### config.mk
export PLATFORM = sky130hd
export DESIGN_NAME = timer_ctrl_flat
export DESIGN_NICKNAME = d
export VERILOG_FILES = /design/src/rtl/timer_ctrl_if.sv /design/src/rtl/timer_ctrl.sv /design/src/flat_wrapper.sv
export SDC_FILE = /design/constraint.sdc
export NUM_CORES = 1
export LEC_CHECK = 0
export CAP_MARGIN = 20
export CORE_MARGIN = 3
export CORE_UTILIZATION = 53
export DETAILED_ROUTE_END_ITERATION = 16
export HOLD_SLACK_MARGIN = 0.15
export PLACE_DENSITY = 0.73
export SLEW_MARGIN = 20
export SYNTH_ARGS = -nofsm -noshare
export SYNTH_HDL_FRONTEND = slang
export SYNTH_SLANG_ARGS = --single-unit
### constraint.sdc
create_clock -name clk -period 3 [get_ports clk]
set_input_delay 0.45 -clock clk [delete_from_list [all_inputs] [get_ports clk]]
set_output_delay 0.45 -clock clk [all_outputs]
set_load 0.005 [all_outputs]
### src/rtl/timer_ctrl_if.sv
// timer_ctrl_if
//  Groups the button, chain-status and control outputs of the countdown
//  timer control stage.
//  master : the environment (buttons and digit chain) that drives the inputs
//  slave  : timer_ctrl itself
//  Signals:
//   i_btn_start  raw start/pause button, active-high, asynchronous
//   i_btn_clear  raw clear button, active-high, asynchronous
//   i_zero       high when every digit of the chain equals 0
//   o_tick       1-cycle count enable to the least-significant digit
//   o_running    high in RUN
//   o_done       high in DONE
//   o_alarm      blink output, meaningful in DONE only
//   o_state      00 IDLE, 01 RUN, 10 PAUSE, 11 DONE
interface timer_ctrl_if;
   logic       i_btn_start;
   logic       i_btn_clear;
   logic       i_zero;
   logic       o_tick;
   logic       o_running;
   logic       o_done;
   logic       o_alarm;
   logic [1:0] o_state;

   modport master (
      output i_btn_start, i_btn_clear, i_zero,
      input  o_tick, o_running, o_done, o_alarm, o_state
   );

   modport slave (
      input  i_btn_start, i_btn_clear, i_zero,
      output o_tick, o_running, o_done, o_alarm, o_state
   );
endinterface

### src/rtl/timer_ctrl.sv
// timer_ctrl
//  Control stage in front of the BCD down-counter digit chain. Synchronises
//  and debounces the start/pause and clear buttons, runs the
//  IDLE/RUN/PAUSE/DONE state machine, divides clk into a one-cycle count
//  enable and raises a blinking alarm once the chain has reached zero.
//  Parameters:
//   DIV        clk cycles per tick (even, >= 4)
//   DB_CYCLES  consecutive stable synced samples to accept a button change
//  Ports:
//   clk    clock
//   rst_n  asynchronous active-low reset
//   bus    timer_ctrl_if.slave (buttons, i_zero, all outputs)
module timer_ctrl #(
   parameter int DIV       = 50_000_000,
   parameter int DB_CYCLES = 1_000_000
) (
   input  logic         clk,
   input  logic         rst_n,
   timer_ctrl_if.slave  bus
);

   localparam int PW   = (DIV > 1) ? $clog2(DIV) : 1;
   localparam int DB_W = $clog2(DB_CYCLES + 1);

   typedef enum logic [1:0] {
      S_IDLE  = 2'b00,
      S_RUN   = 2'b01,
      S_PAUSE = 2'b10,
      S_DONE  = 2'b11
   } state_t;

   // Index 0 = start/pause, index 1 = clear.
   logic [1:0] btn_raw;
   logic [1:0] press;

   assign btn_raw = {bus.i_btn_clear, bus.i_btn_start};

   genvar gi;
   generate
      for (gi = 0; gi < 2; gi++) begin : g_db
         logic            sync1_reg;
         logic            sync2_reg;
         logic            level_reg;
         logic [DB_W-1:0] cnt_reg;
         logic            accept;

         // The counter holds the number of earlier consecutive mismatching
         // samples, so the current mismatch is the DB_CYCLES-th one here.
         assign accept = (sync2_reg != level_reg) &&
                         (cnt_reg == DB_W'(DB_CYCLES - 1));

         always_ff @(posedge clk or negedge rst_n) begin
            if (!rst_n) begin
               sync1_reg <= 1'b0;
               sync2_reg <= 1'b0;
               level_reg <= 1'b0;
               cnt_reg   <= '0;
            end else begin
               sync1_reg <= btn_raw[gi];
               sync2_reg <= sync1_reg;
               if (sync2_reg == level_reg) begin
                  cnt_reg <= '0;
               end else if (accept) begin
                  level_reg <= sync2_reg;
                  cnt_reg   <= '0;
               end else begin
                  cnt_reg <= cnt_reg + 1'b1;
               end
            end
         end

         // Event fires in the cycle the new level is accepted so the FSM
         // acts on the same edge that updates the debounced level.
         assign press[gi] = accept & sync2_reg;
      end
   endgenerate

   logic start_ev;
   logic clear_ev;

   assign start_ev = press[0];
   assign clear_ev = press[1];

   state_t        state_reg, state_next;
   logic [PW-1:0] presc_reg, presc_next;
   logic          tick_reg,  tick_next;
   logic          alarm_reg, alarm_next;
   logic          term;
   logic          half;

   assign term = (presc_reg == PW'(DIV - 1));
   assign half = (presc_reg == PW'(DIV / 2 - 1));

   always_ff @(posedge clk or negedge rst_n) begin
      if (!rst_n) begin
         state_reg <= S_IDLE;
         presc_reg <= '0;
         tick_reg  <= 1'b0;
         alarm_reg <= 1'b0;
      end else begin
         state_reg <= state_next;
         presc_reg <= presc_next;
         tick_reg  <= tick_next;
         alarm_reg <= alarm_next;
      end
   end

   always_comb begin
      state_next = state_reg;
      presc_next = presc_reg;
      tick_next  = 1'b0;
      alarm_next = alarm_reg;

      // The prescaler runs in RUN and DONE, including on the edge that
      // leaves RUN for PAUSE, so a resumed period keeps that cycle.
      if (state_reg == S_RUN || state_reg == S_DONE) begin
         presc_next = term ? '0 : presc_reg + 1'b1;
      end

      if (clear_ev) begin
         state_next = S_IDLE;
         presc_next = '0;
         alarm_next = 1'b0;
      end else begin
         unique case (state_reg)
            S_IDLE: begin
               if (start_ev) begin
                  presc_next = '0;
                  if (bus.i_zero) begin
                     state_next = S_DONE;
                     alarm_next = 1'b1;
                  end else begin
                     state_next = S_RUN;
                  end
               end
            end
            S_RUN: begin
               if (start_ev) begin
                  state_next = S_PAUSE;
               end else if (term) begin
                  // Chain already at zero: stop instead of wrapping to 9.
                  if (bus.i_zero) begin
                     state_next = S_DONE;
                     alarm_next = 1'b1;
                  end else begin
                     tick_next = 1'b1;
                  end
               end
            end
            S_PAUSE: begin
               if (start_ev) begin
                  state_next = S_RUN;
               end
            end
            S_DONE: begin
               if (term || half) begin
                  alarm_next = ~alarm_reg;
               end
            end
            default: begin
               state_next = S_IDLE;
            end
         endcase
      end
   end

   assign bus.o_tick    = tick_reg;
   assign bus.o_alarm   = alarm_reg;
   assign bus.o_state   = state_reg;
   assign bus.o_running = (state_reg == S_RUN);
   assign bus.o_done    = (state_reg == S_DONE);

endmodule

### src/flat_wrapper.sv
// flat-port wrapper written by rule: the top's interface ports become plain ports
module timer_ctrl_flat 
#(
   parameter int DIV       = 50_000_000,
   parameter int DB_CYCLES = 1_000_000
)
  (clk, rst_n, bus_i_btn_start, bus_i_btn_clear, bus_i_zero, bus_o_tick, bus_o_running, bus_o_done, bus_o_alarm, bus_o_state);
  timer_ctrl_if bus_i ();
  input  logic clk;
  input  logic rst_n;
  input wire logic [$bits(bus_i.i_btn_start)-1:0] bus_i_btn_start;
  input wire logic [$bits(bus_i.i_btn_clear)-1:0] bus_i_btn_clear;
  input wire logic [$bits(bus_i.i_zero)-1:0] bus_i_zero;
  output wire logic [$bits(bus_i.o_tick)-1:0] bus_o_tick;
  output wire logic [$bits(bus_i.o_running)-1:0] bus_o_running;
  output wire logic [$bits(bus_i.o_done)-1:0] bus_o_done;
  output wire logic [$bits(bus_i.o_alarm)-1:0] bus_o_alarm;
  output wire logic [$bits(bus_i.o_state)-1:0] bus_o_state;
  assign bus_i.i_btn_start = bus_i_btn_start;
  assign bus_i.i_btn_clear = bus_i_btn_clear;
  assign bus_i.i_zero = bus_i_zero;
  assign bus_o_tick = bus_i.o_tick;
  assign bus_o_running = bus_i.o_running;
  assign bus_o_done = bus_i.o_done;
  assign bus_o_alarm = bus_i.o_alarm;
  assign bus_o_state = bus_i.o_state;
  timer_ctrl #(.DIV(DIV), .DB_CYCLES(DB_CYCLES)) u_core (.clk(clk), .rst_n(rst_n), .bus(bus_i));
endmodule
==> impl_metrics.tcl <==
set metrics [dict create \
    core_area_um2 6910 \
    wl_mm 7.06 \
    clkPwrFrac 0.457 \
    setup_ws_ps 622 \
    critPathRequiredTime_ps 3220 \
    synth_top_area_cell "dfrtp_1" \
    tns_ps 0 \
    drtIter0Drc 159 \
    cts_tree "yes" \
    finalNetCount 421 \
    cp_slowest_cell "nor4_2" \
    crit_chain "ha_1, nand3_1, nor2_1, nand4_1, nor4_2, or3_1, buf_4, nor2_1" \
    design_area_um2 4260 \
    rsz0062_at_grt "no" \
    diodes 0 \
    fin_crit_ps 2380 \
    synth_async_sr_flop_share 1.00 \
    post-route-util 0.617 \
    clock_sink_count 76 \
    startpoint "u_core.g_db[1].cnt_reg[0]$_DFF_PN0_" \
    ys_types 44 \
    num_vias 2794 \
    path_max_fanout 25 \
    synthTopCellsByArea "dfrtp_1 (50%), xor2_1 (9.4%), nor2_1 (8.2%), xnor2_1 (4.8%), nand3_1 (3.1%)" \
    netSwitchingPower_w 0.000407 \
    path_clk_slew_ps 80 \
    ys_ff_latch 76 \
    synth-warning-count 0 \
    intPower_w 0.00160 \
    synth_cells 393 \
    ant_nets 0 \
    cts-root-buf "clkbuf_8" \
    io_buffers 10 \
    powerDensity_nw_per_um2 470 \
    slowest_delay_ps 520 \
    grtUsageTotal 0.183 \
    initial_core_util 0.553 \
    cts_buffer_depth 2 \
    fillers 588 \
    p_seq_frac 0.520 \
    gp_congestion 0.805 \
    ff2ff_setup_slack_ps 620 \
    cts_resized 0 \
    hold_path.class "in -> async" \
    drc 0 \
    cts_buffers 9 \
    overflow 0 \
    clk_latency_ps 340 \
    p_sw_frac 0.203 \
    hold_violations 0 \
    first_global_vias 2667 \
    row_count 30 \
    cp.arrival_ps 2600 \
    boundaryPins 11 \
    die_width_um 90.9 \
    final_cells 510 \
    start_kind "flop" \
    die_h_um 90.9 \
    r2r_start "u_core.g_db[1].cnt_reg[0]$_DFF_PN0_" \
    grt_max_degree 77 \
    synthDominantCellAreaShare 0.498 \
    cpMostUsedCell "nor2_1" \
    drive_gt1_frac 0.0725 \
    worstSetupPathType "reg -> reg" \
    comb_power_share 0.023 \
    fin_skew_ps 5.55 \
    leakagePower_nw 1.87 \
    vias_per_cell 5.48 \
    min_period_over_period 0.793 \
    syn-cell-area_um2 3820 \
    worst_pin_slew_ps 930 \
    synth_flop_cell "dfrtp_1" \
    fmax_mhz 421 \
    dieArea_um2 8260 \
    dp_slack_ps 610 \
    final-setup-viol-count 0 \
    relSlewSlack 0.380 \
    grt_pass1_wl_mm 12.3 \
    slew_viol_final 0 \
    wl_per_cell_um 13.8 \
    syn_avg_cell_area_um2 9.72 \
    mappedNetlistNets 405 \
    antenna_found_initial 0 \
    post_cts.repair.setup_buffers 0 \
    hpwl_mm 4.85 \
    area_growth_pct 11.6 \
    synth-seq-area-share 0.498 \
    h-tree-depth 3 \
    dp_cells 494 \
    largest_register_ffs 40 \
    first_pass_iters 4 \
    max_cap_violations 0 \
    synth_edf_count 0 \
    placed_area_um2 4030 \
    postCtsHoldBufs 0 \
    status "complete, no violations" \
    peakVddDrop_uv 260 \
    crit_path_end_kind "flop" \
]
==> worst max-delay path, delay by kind of cell, from the launching register on <==
family	cells	cell delay (ps)
adders and majority gates	1	200
DFF	1	390
and+or+nand+nor	6	1400
buffers and inverters	1	260
==> stage by stage <==
stage	hold slack [ps]	power, W
2_1_floorplan	154	0.00108
3_3_place_gp	332	0.00111
3_5_place_dp	338	0.00111
4_1_cts	283	0.00203
5_1_grt	316	0.00208
6_report	243	0.00200
==> final cells by class <==
type	instances	area, um2	share of cell area
Clock inverter	7	114	0.0267
Tap cell	96	120	0.0282
Inverter	8	30.0	0.00704
Timing Repair Buffer	13	120	0.0282
Multi-Input combinational cell	301	1850	0.435
Clock buffer	9	124	0.0290
Sequential cell	76	1900	0.446
==> power by group through the flow <==
stage	Sequential (W)	Combinational [W]	Clock, W
after floorplan	0.00106	0.0000174	0
after global placement	0.00106	0.0000466	0
after detailed placement	0.00106	0.0000476	0
after CTS	0.00104	0.0000484	0.000937
after global routing	0.00104	0.0000537	0.000981
final	0.00104	0.0000457	0.000915
==> path summary, 6_finish.rpt <==
path	depth (start not counted)	to
setup / recovery	8	u_core.presc_reg[18]$_DFF_PN0_
hold / removal	1	u_core.g_db[1].cnt_reg[9]$_DFF_PN0_
setup reg to reg	8	u_core.presc_reg[18]$_DFF_PN0_
hold reg to reg	0	u_core.g_db[1].sync2_reg$_DFF_PN0_
max in group asynchronous	1	u_core.presc_reg[11]$_DFF_PN0_
min in group clk	0	u_core.g_db[1].sync2_reg$_DFF_PN0_
==> cells in the mapped netlist, types with 2 or more instances <==
cell type / number
clkbuf_1: 5
and4_1: 7
nand2_1: 29
nand4_1: 13
or2_2: 2
xor2_1: 41
ha_1: 7
dfrtp_1: 76
nor4_2: 2
mux2i_1: 2
xnor2_1: 21
o21ai_0: 5
a21oi_1: 4
nand3_1: 24
and2_1: 4
nor2b_1: 2
and3_1: 9
a211oi_1: 2
or2_1: 2
buf_2: 3
or4_1: 4
nor4_1: 4
nor2_1: 83
nor4b_1: 3
or3_1: 3
nor3_1: 9
inv_1: 8
nand2b_1: 3
==> placed cells by master, fill, tap and decap left out, drive strengths merged, types with 2 or more instances in the layout <==
master / instances
bufinv: 3
mux2i: 2
dfrtp: 76
ha: 7
xor2: 41
or4: 5
and2: 4
nor2b: 2
nor4: 6
nor2: 83
clkinv: 3
or3: 3
nor4b: 3
a21oi: 5
or2: 4
clkbuf: 9
nor3: 9
inv: 9
buf: 4
and4: 7
nand4: 13
xnor2: 21
nand2b: 3
o21ai: 5
nand2: 30
nand3: 25
clkdlybuf4s50: 9
and3: 10
a211oi: 2
==> layer usage <==
metal	vias up	GRT usage	wire, um
met3	6	0.0575	319
met2	50	0.287	3300
met4	0	0.0402	60
li1	1367	-	-
met1	1371	0.250	3380
met5	-	0	0
==> kinds of logic after synthesis <==
family	after synthesis	synth area share
DFF	76	0.498
AOI/OAI and AO/OA	15	0.0246
and+or+nand+nor	214	0.288
buffers and inverters	16	0.0167
adders and majority gates	7	0.0229
muxes	3	0.00819
xor gates and xnor gates	62	0.142
(Power assumes the default switching activity.)
